===== config.mk =====
export PLATFORM = sky130hd
export DESIGN_NAME = uart_tx_arbiter
export DESIGN_NICKNAME = d
export VERILOG_FILES = /design/src/rtl/uart_tx_arbiter.sv
export SDC_FILE = /design/constraint.sdc
export NUM_CORES = 1
export LEC_CHECK = 0
export CORE_ASPECT_RATIO = 1.2
export CORE_MARGIN = 4
export CORE_UTILIZATION = 40
export DETAILED_ROUTE_END_ITERATION = 7
export GPL_ROUTABILITY_DRIVEN = 0
export GPL_TIMING_DRIVEN = 0
export PLACE_DENSITY = 0.78
export RECOVER_POWER = 25
export SLEW_MARGIN = 20
export SYNTH_ARGS = -nofsm -noshare
export SYNTH_HDL_FRONTEND = slang
export SYNTH_SLANG_ARGS = --single-unit
export TNS_END_PERCENT = 1

===== constraint.sdc =====
create_clock -name clk_i -period 2.6 [get_ports clk_i]
set_input_delay 0.52 -clock clk_i [delete_from_list [all_inputs] [get_ports clk_i]]
set_output_delay 0.52 -clock clk_i [all_outputs]
set_load 0.005 [all_outputs]

===== src/rtl/uart_tx_arbiter.sv =====
// Packet-granular round-robin arbiter sharing one UART transmitter among N_REQ byte streams.
// An owner keeps the transmitter until its last byte, a dropped request, or MAX_PKT_LEN bytes.
module uart_tx_arbiter #(
  parameter int N_REQ       = 4,
  parameter int MAX_PKT_LEN = 16
) (
  input  logic               clk_i,
  input  logic               rstn_i,
  input  logic [N_REQ-1:0]   req_i,
  input  logic [8*N_REQ-1:0] req_data_i,
  input  logic [N_REQ-1:0]   req_last_i,
  output logic [N_REQ-1:0]   req_ack_o,
  output logic [N_REQ-1:0]   grant_o,
  output logic               tx_start_o,
  output logic [7:0]         tx_din_o,
  input  logic               tx_done_tick_i,
  output logic               trunc_o,
  output logic               busy_o
);
  localparam int IW = $clog2(N_REQ);
  localparam int CW = $clog2(MAX_PKT_LEN + 1);

  typedef enum logic [1:0] {S_IDLE, S_LOAD, S_WAIT} state_t;

  state_t           state_q, state_d;
  logic [IW-1:0]    ptr_q, ptr_d, own_q, own_d;
  logic [CW-1:0]    cnt_q, cnt_d;
  logic             last_q, last_d;
  logic [N_REQ-1:0] grant_q, grant_d, ack_q, ack_d;
  logic [7:0]       din_q, din_d;
  logic             start_q, start_d, trunc_q, trunc_d, busy_q;
  logic             found;
  logic [IW-1:0]    win, cand;
  int               idx;

  // Search ptr+1, ptr+2, ... so the most recently served requester ranks last.
  always_comb begin
    found = 1'b0;
    win   = ptr_q;
    idx   = 0;
    cand  = '0;
    for (int i = 1; i <= N_REQ; i++) begin
      idx = int'(ptr_q) + i;
      if (idx >= N_REQ) idx = idx - N_REQ;
      cand = IW'(idx);
      if (!found && req_i[cand]) begin
        found = 1'b1;
        win   = cand;
      end
    end
  end

  always_comb begin
    state_d = state_q;
    ptr_d   = ptr_q;
    own_d   = own_q;
    cnt_d   = cnt_q;
    last_d  = last_q;
    grant_d = grant_q;
    din_d   = din_q;
    start_d = 1'b0;
    ack_d   = '0;
    trunc_d = 1'b0;
    case (state_q)
      S_IDLE: begin
        if (found) begin
          own_d   = win;
          grant_d = N_REQ'(1) << win;
          cnt_d   = '0;
          state_d = S_LOAD;
        end
      end
      S_LOAD: begin
        if (req_i[own_q]) begin
          din_d   = req_data_i[{own_q, 3'b000} +: 8];
          start_d = 1'b1;
          ack_d   = N_REQ'(1) << own_q;
          last_d  = req_last_i[own_q];
          cnt_d   = cnt_q + CW'(1);
          state_d = S_WAIT;
        end else begin
          grant_d = '0;
          ptr_d   = own_q;
          state_d = S_IDLE;
        end
      end
      S_WAIT: begin
        if (tx_done_tick_i) begin
          if (last_q || cnt_q == CW'(MAX_PKT_LEN)) begin
            grant_d = '0;
            ptr_d   = own_q;
            trunc_d = !last_q;
            state_d = S_IDLE;
          end else begin
            state_d = S_LOAD;
          end
        end
      end
      default: state_d = S_IDLE;
    endcase
  end

  always_ff @(posedge clk_i) begin
    if (!rstn_i) begin
      state_q <= S_IDLE;
      ptr_q   <= IW'(N_REQ - 1);
      own_q   <= '0;
      cnt_q   <= '0;
      last_q  <= 1'b0;
      grant_q <= '0;
      din_q   <= '0;
      start_q <= 1'b0;
      ack_q   <= '0;
      trunc_q <= 1'b0;
      busy_q  <= 1'b0;
    end else begin
      state_q <= state_d;
      ptr_q   <= ptr_d;
      own_q   <= own_d;
      cnt_q   <= cnt_d;
      last_q  <= last_d;
      grant_q <= grant_d;
      din_q   <= din_d;
      start_q <= start_d;
      ack_q   <= ack_d;
      trunc_q <= trunc_d;
      busy_q  <= (state_d != S_IDLE);
    end
  end

  assign grant_o    = grant_q;
  assign req_ack_o  = ack_q;
  assign tx_start_o = start_q;
  assign tx_din_o   = din_q;
  assign trunc_o    = trunc_q;
  assign busy_o     = busy_q;
endmodule


# After elaboration in Yosys (flattened, before gate mapping)
# Cells that the tools add are included.
totals:
  out_inout_bits: 19
  inputBits: 43
  regBits: 31
classes:
  n_addsub: 9
  order_cmp: 9
  n_shift: 3
  eq_ne: 8
  muxes: 42
  reduce_logical: 21
op_table:
  columns: ["op", "count"]
  rows:
  - ["$shiftx 32x6->8", 1]
  - ["$mux 2", 14]
  - ["$mux 4", 4]
  - ["$lt 2x3->1 const B", 5]
  - ["$bmux 1 s2", 6]
  - ["$mux 1", 12]
  - ["$pmux 4 s3", 1]
  - ["$mux 5", 2]
  - ["$ne 2x2->1 const B", 5]
  - ["$pmux 5 s2", 1]
  - ["$ge 3x3->1 const B", 3]
  - ["$reduce_and 4->1", 2]
  - ["$shl 1x2->4 const A", 2]
  - ["$sub 2x1->2 const B", 4]
  - ["$add 2x2->3 const B", 2]
  - ["$pmux 2 s3", 1]
  - ["$reduce_and 2->1", 3]
  - ["$reduce_and 3->1", 2]
  - ["$reduce_bool 2->1", 3]
  - ["$add 5x1->5 const B", 1]
  - ["$eq 5x5->1 const B", 1]
  - ["$reduce_and 5->1", 1]
  - ["$add 2x3->4 const B", 1]
  - ["$ge 4x3->1 const B", 1]
  - ["9 further kinds", 14]

# Logic depth before layout (Yosys ltp)
depth:
  ltp_word: 18
  depth_mapped: 7
  depth_no_buf: 6

# Least setup slack after synthesis
# No wires, ideal clock.
synth_path:
  path_type: "input port to flip-flop"
  start: "input req_i[3]"
  end: "register ptr_q[1]"
  setup_slack_ps: 650
  arrival_ps: 1828
  n_path_buf: 0
  cell_stages: 4
  required_ps: 2479
  setup_time_ps: 121
  cell_sequence: "mux4_2 > a221oi_4 > o21ai_2 > mux2_4"
synth_via:
  elab_chain_len: 4
synth_rtl:
  columns: ["item", "line", "rtl"]
  rows:
  - ["from (decl)", "9", "input logic [N_REQ-1:0] req_i,"]
  - ["$bmux 1 s2", "74", "if (req_i[own_q]) begin"]
  - ["$mux 1 (implied by the code)", "74", null]
  - ["$ne 2x2->1 (no line)", null, null]
  - ["$reduce_and 4->1 (no line)", null, null]
  - ["to (signal assigned)", "106", "ptr_q <= IW'(N_REQ - 1);"]
  - ["to (signal assigned)", "118", "ptr_q <= ptr_d;"]
  - ["to (decl)", "26", "logic [IW-1:0] ptr_q, ptr_d, own_q, own_d;"]
# No other way between the ends. The select of a mux whose other input is x is not followed.
# A chain may end at the register's enable or synchronous reset.

# Worst setup path in the final report
# Same ends and word-level chain as after synthesis.

==> key figures <==
Outcome
  • Status: finished clean

Global routing
  • Largest net degree at the start of global routing: 11
  • First-pass GRT wire length: 7.00 mm
  • Gr ovfl total: 0
  • Number of global-route vias before repair: 1559
  • Tot GR Track Use: 17.5%
  • Initial antenna violation count: 0

Setup path
  • Critical Path Max Stage Delay: 0.60 ns
  • CP max FO: 8
  • WS Path Type: input pin to flop
  • Worst endpoint data arrival time: 2.57 ns
  • Crit end category: flop
  • Crit path cell chain: clkdlybuf4s50_1, mux4_2, a221oi_4, o21ai_2, mux2_4
  • Slowest cell on the critical path: mux4_2
  • Worst Setup Start Kind: input pin
  • CP required: 2.77 ns
  • R2R Setup Slk: 0.49 ns

Routing
  • DR pass1 iterations: 4
  • Routed wire length: 4.44 mm
  • # DRC: 0
  • Vias per cell: 5.21
  • WL per Instance: 14.9 µm
  • Initial drt markers: 47
  • Routed Antenna Nets: 0
  • Vias: 1546

Synth
  • Syn Area/Cell: 9.77 µm²
  • Share of the synthesized area in the top cell type: 36.5%
  • Seq cells post-synth: 31
  • Most common cell in the synthesized netlist: dfxtp_1
  • Mapped Cells: 174
  • Sequential area share after synthesis: 36.5%
  • Synthesis Warnings: 0
  • Post-Syn Area: 0.00170 mm²
  • Yosys top cell by area: dfxtp_1
  • Distinct cell type count after synthesis: 43
  • Post-synthesis net count: 223
  • Most common flop cell mapped by yosys: dfxtp_1
  • Number of synthesized flops with an enable pin: 0
  • Asr flop ratio synth: 0%
  • Commonest cells post-synth: 31 x dfxtp_1, 20 x nor2_1, 12 x mux2i_1, 12 x nand2_1, 10 x mux4_2
  • Synth area leaders: dfxtp_1 36%, mux4_2 13%, mux2i_1 7.1%

Placed design
  • Hpwl dp: 3.38 mm
  • I/O Buffers: 61

Run
  • Max cap viols: 0

Finish
  • Synthesis-to-finish area growth: 45.8%
  • Area of the multi-input gates: 0.00100 mm²
  • Reg area: 621 µm²
  • Post-Route Utilization: 61.4%
  • Layout cells sized above 1: 10.7%
  • Final nets: 291
  • # fillers: 353
  • # diodes: 0

Die
  • Core ar.: 0.00404 mm²
  • Site Rows: 25
  • I/O Pins: 62
  • Die H: 79.4 µm
  • Die area: 0.00536 mm²
  • Initial Util: 42.1%
  • DIE WIDTH: 67.5 µm

STA
  • Worst hold margin: 0.471 ns
  • Fin. max-slew vios: 0
  • Clock skew: 0.00257 ns
  • Final hold violation count: 0
  • Slew headroom: 52.1%
  • Period minus WS final: 2.40 ns
  • Slew @ Worst Pin: 0.718 ns
  • Final Setup Violations: 0
  • RSZ-0062 raised after global routing: no
  • Final worst path period share: 92.3%
  • Fmax: 417 MHz

Clock tree
  • H-tree levels: 2
  • Clk slew on worst S/H paths: 0.06 ns
  • CTS Buffer Depth: 2
  • Clk root buf: clkbuf_8
  • Post-CTS Setup Bufs: 0
  • # resized after CTS: 0
  • Post-CTS Hold Buffers: 0
  • Skew-Pair Late Insertion Delay: 0.28 ns
  • Cts bufs inserted: 5
  • Clock sink count: 31
  • CTS tree: built

Hold path
  • Worst Hold Class: flop to flop

Power and ir drop
  • Maximum VDD drop: 0.357 mV
  • PD cells: 627 mW/mm²
  • Pleak: 0.978 nW
report_power, final:
group	total, mW	switching (mW)	internal (mW)
Clock	0.413	0.172	0.241
Sequential	0.566	0.0318	0.534
Combinational	0.575	0.265	0.310
Total	1.55	0.468	1.09
final cells by class:
class                           count  share of cell area (%)
Clock buffer                        8                    4.04
Tap cell                           54                    2.73
Buffer                             10                    1.92
Inverter                            8                    1.21
Timing Repair Buffer               61                    24.6
Sequential cell                    31                    25.0
Multi-Input combinational cell    125                    40.4
cell families after synthesis:
| group | count (synthesis) | share of synthesized area, % |
|---|---|---|
| muxes | 25 | 22.5 |
| buffers and inverters | 18 | 4.56 |
| AOI/OAI and AO/OA | 32 | 13.6 |
| adders and majority gates | 6 | 4.41 |
| and+or+nand+nor | 62 | 18.4 |
| DFF | 31 | 36.5 |
worst max-delay path: cells and delay by family:
kind            cells  cell delay (ns)
mux                 2             0.93
buf+inv             1             0.53
compound gates      2             0.59
through the flow:
stage	setup slack, ns	total power [mW]	std cells	area, µm²	TNS, ns
2_1_floorplan	0.650	0.941	174	1700	0
3_3_place_gp	-0.0751	1.15	289	2380	-0.0751
3_5_place_dp	-0.0831	1.16	289	2380	-0.0831
4_1_cts	0.202	1.57	297	2480	0
5_1_grt	0.125	1.64	297	2480	0
6_report	0.201	1.55	297	2480	0
layout by cell type, fill, tap and decap left out, types with 2 or more instances in the layout:
cell / count
nor3_1: 3
a31oi_1: 2
mux4_2: 10
nand2_1: 12
ha_1: 6
o31ai_1: 2
or4_1: 2
nand3_1: 5
dlygate4sd3_1: 11
nor2b_1: 3
nor2_1: 20
mux2_2: 2
dfxtp_1: 31
o21ai_0: 4
inv_1: 7
nand2b_1: 6
o22ai_1: 2
a21oi_1: 9
clkdlybuf4s50_1: 50
nand3b_1: 3
and2_1: 2
o311ai_0: 2
clkbuf_8: 7
mux2i_1: 12
o41ai_1: 2
a21boi_0: 2
clkbuf_1: 7
sequential cells by signal (all words and copies together), names as in the netlist:
register,flops
tx_start_o,1
grant_o,4
cnt_q,5
state_q,2
req_ack_o,4
trunc_o,1
own_q,2
last_q,1
tx_din_o,8
ptr_q,2
busy_o,1
path summary, 6_finish.rpt:
kind,end,cells past startpoint,startpoint
setup / recovery,ptr_q[1],5,req_i[3]
hold reg to reg,grant_o[1],2,grant_o[1]
hold / removal,grant_o[1],2,grant_o[1]
setup reg to reg,cnt_q[4],6,state_q[1]
per-layer routing:
metal | vias to the layer above | track usage, % | wire (µm)
met3 | 8 | 4.37 | 208
li1 | 764 | - | -
met1 | 738 | 19.5 | 1800
met2 | 36 | 30.2 | 2320
met4 | 0 | 8.32 | 106
met5 | - | 0 | 0
Note: power is estimated with default switching activity, not from simulation.
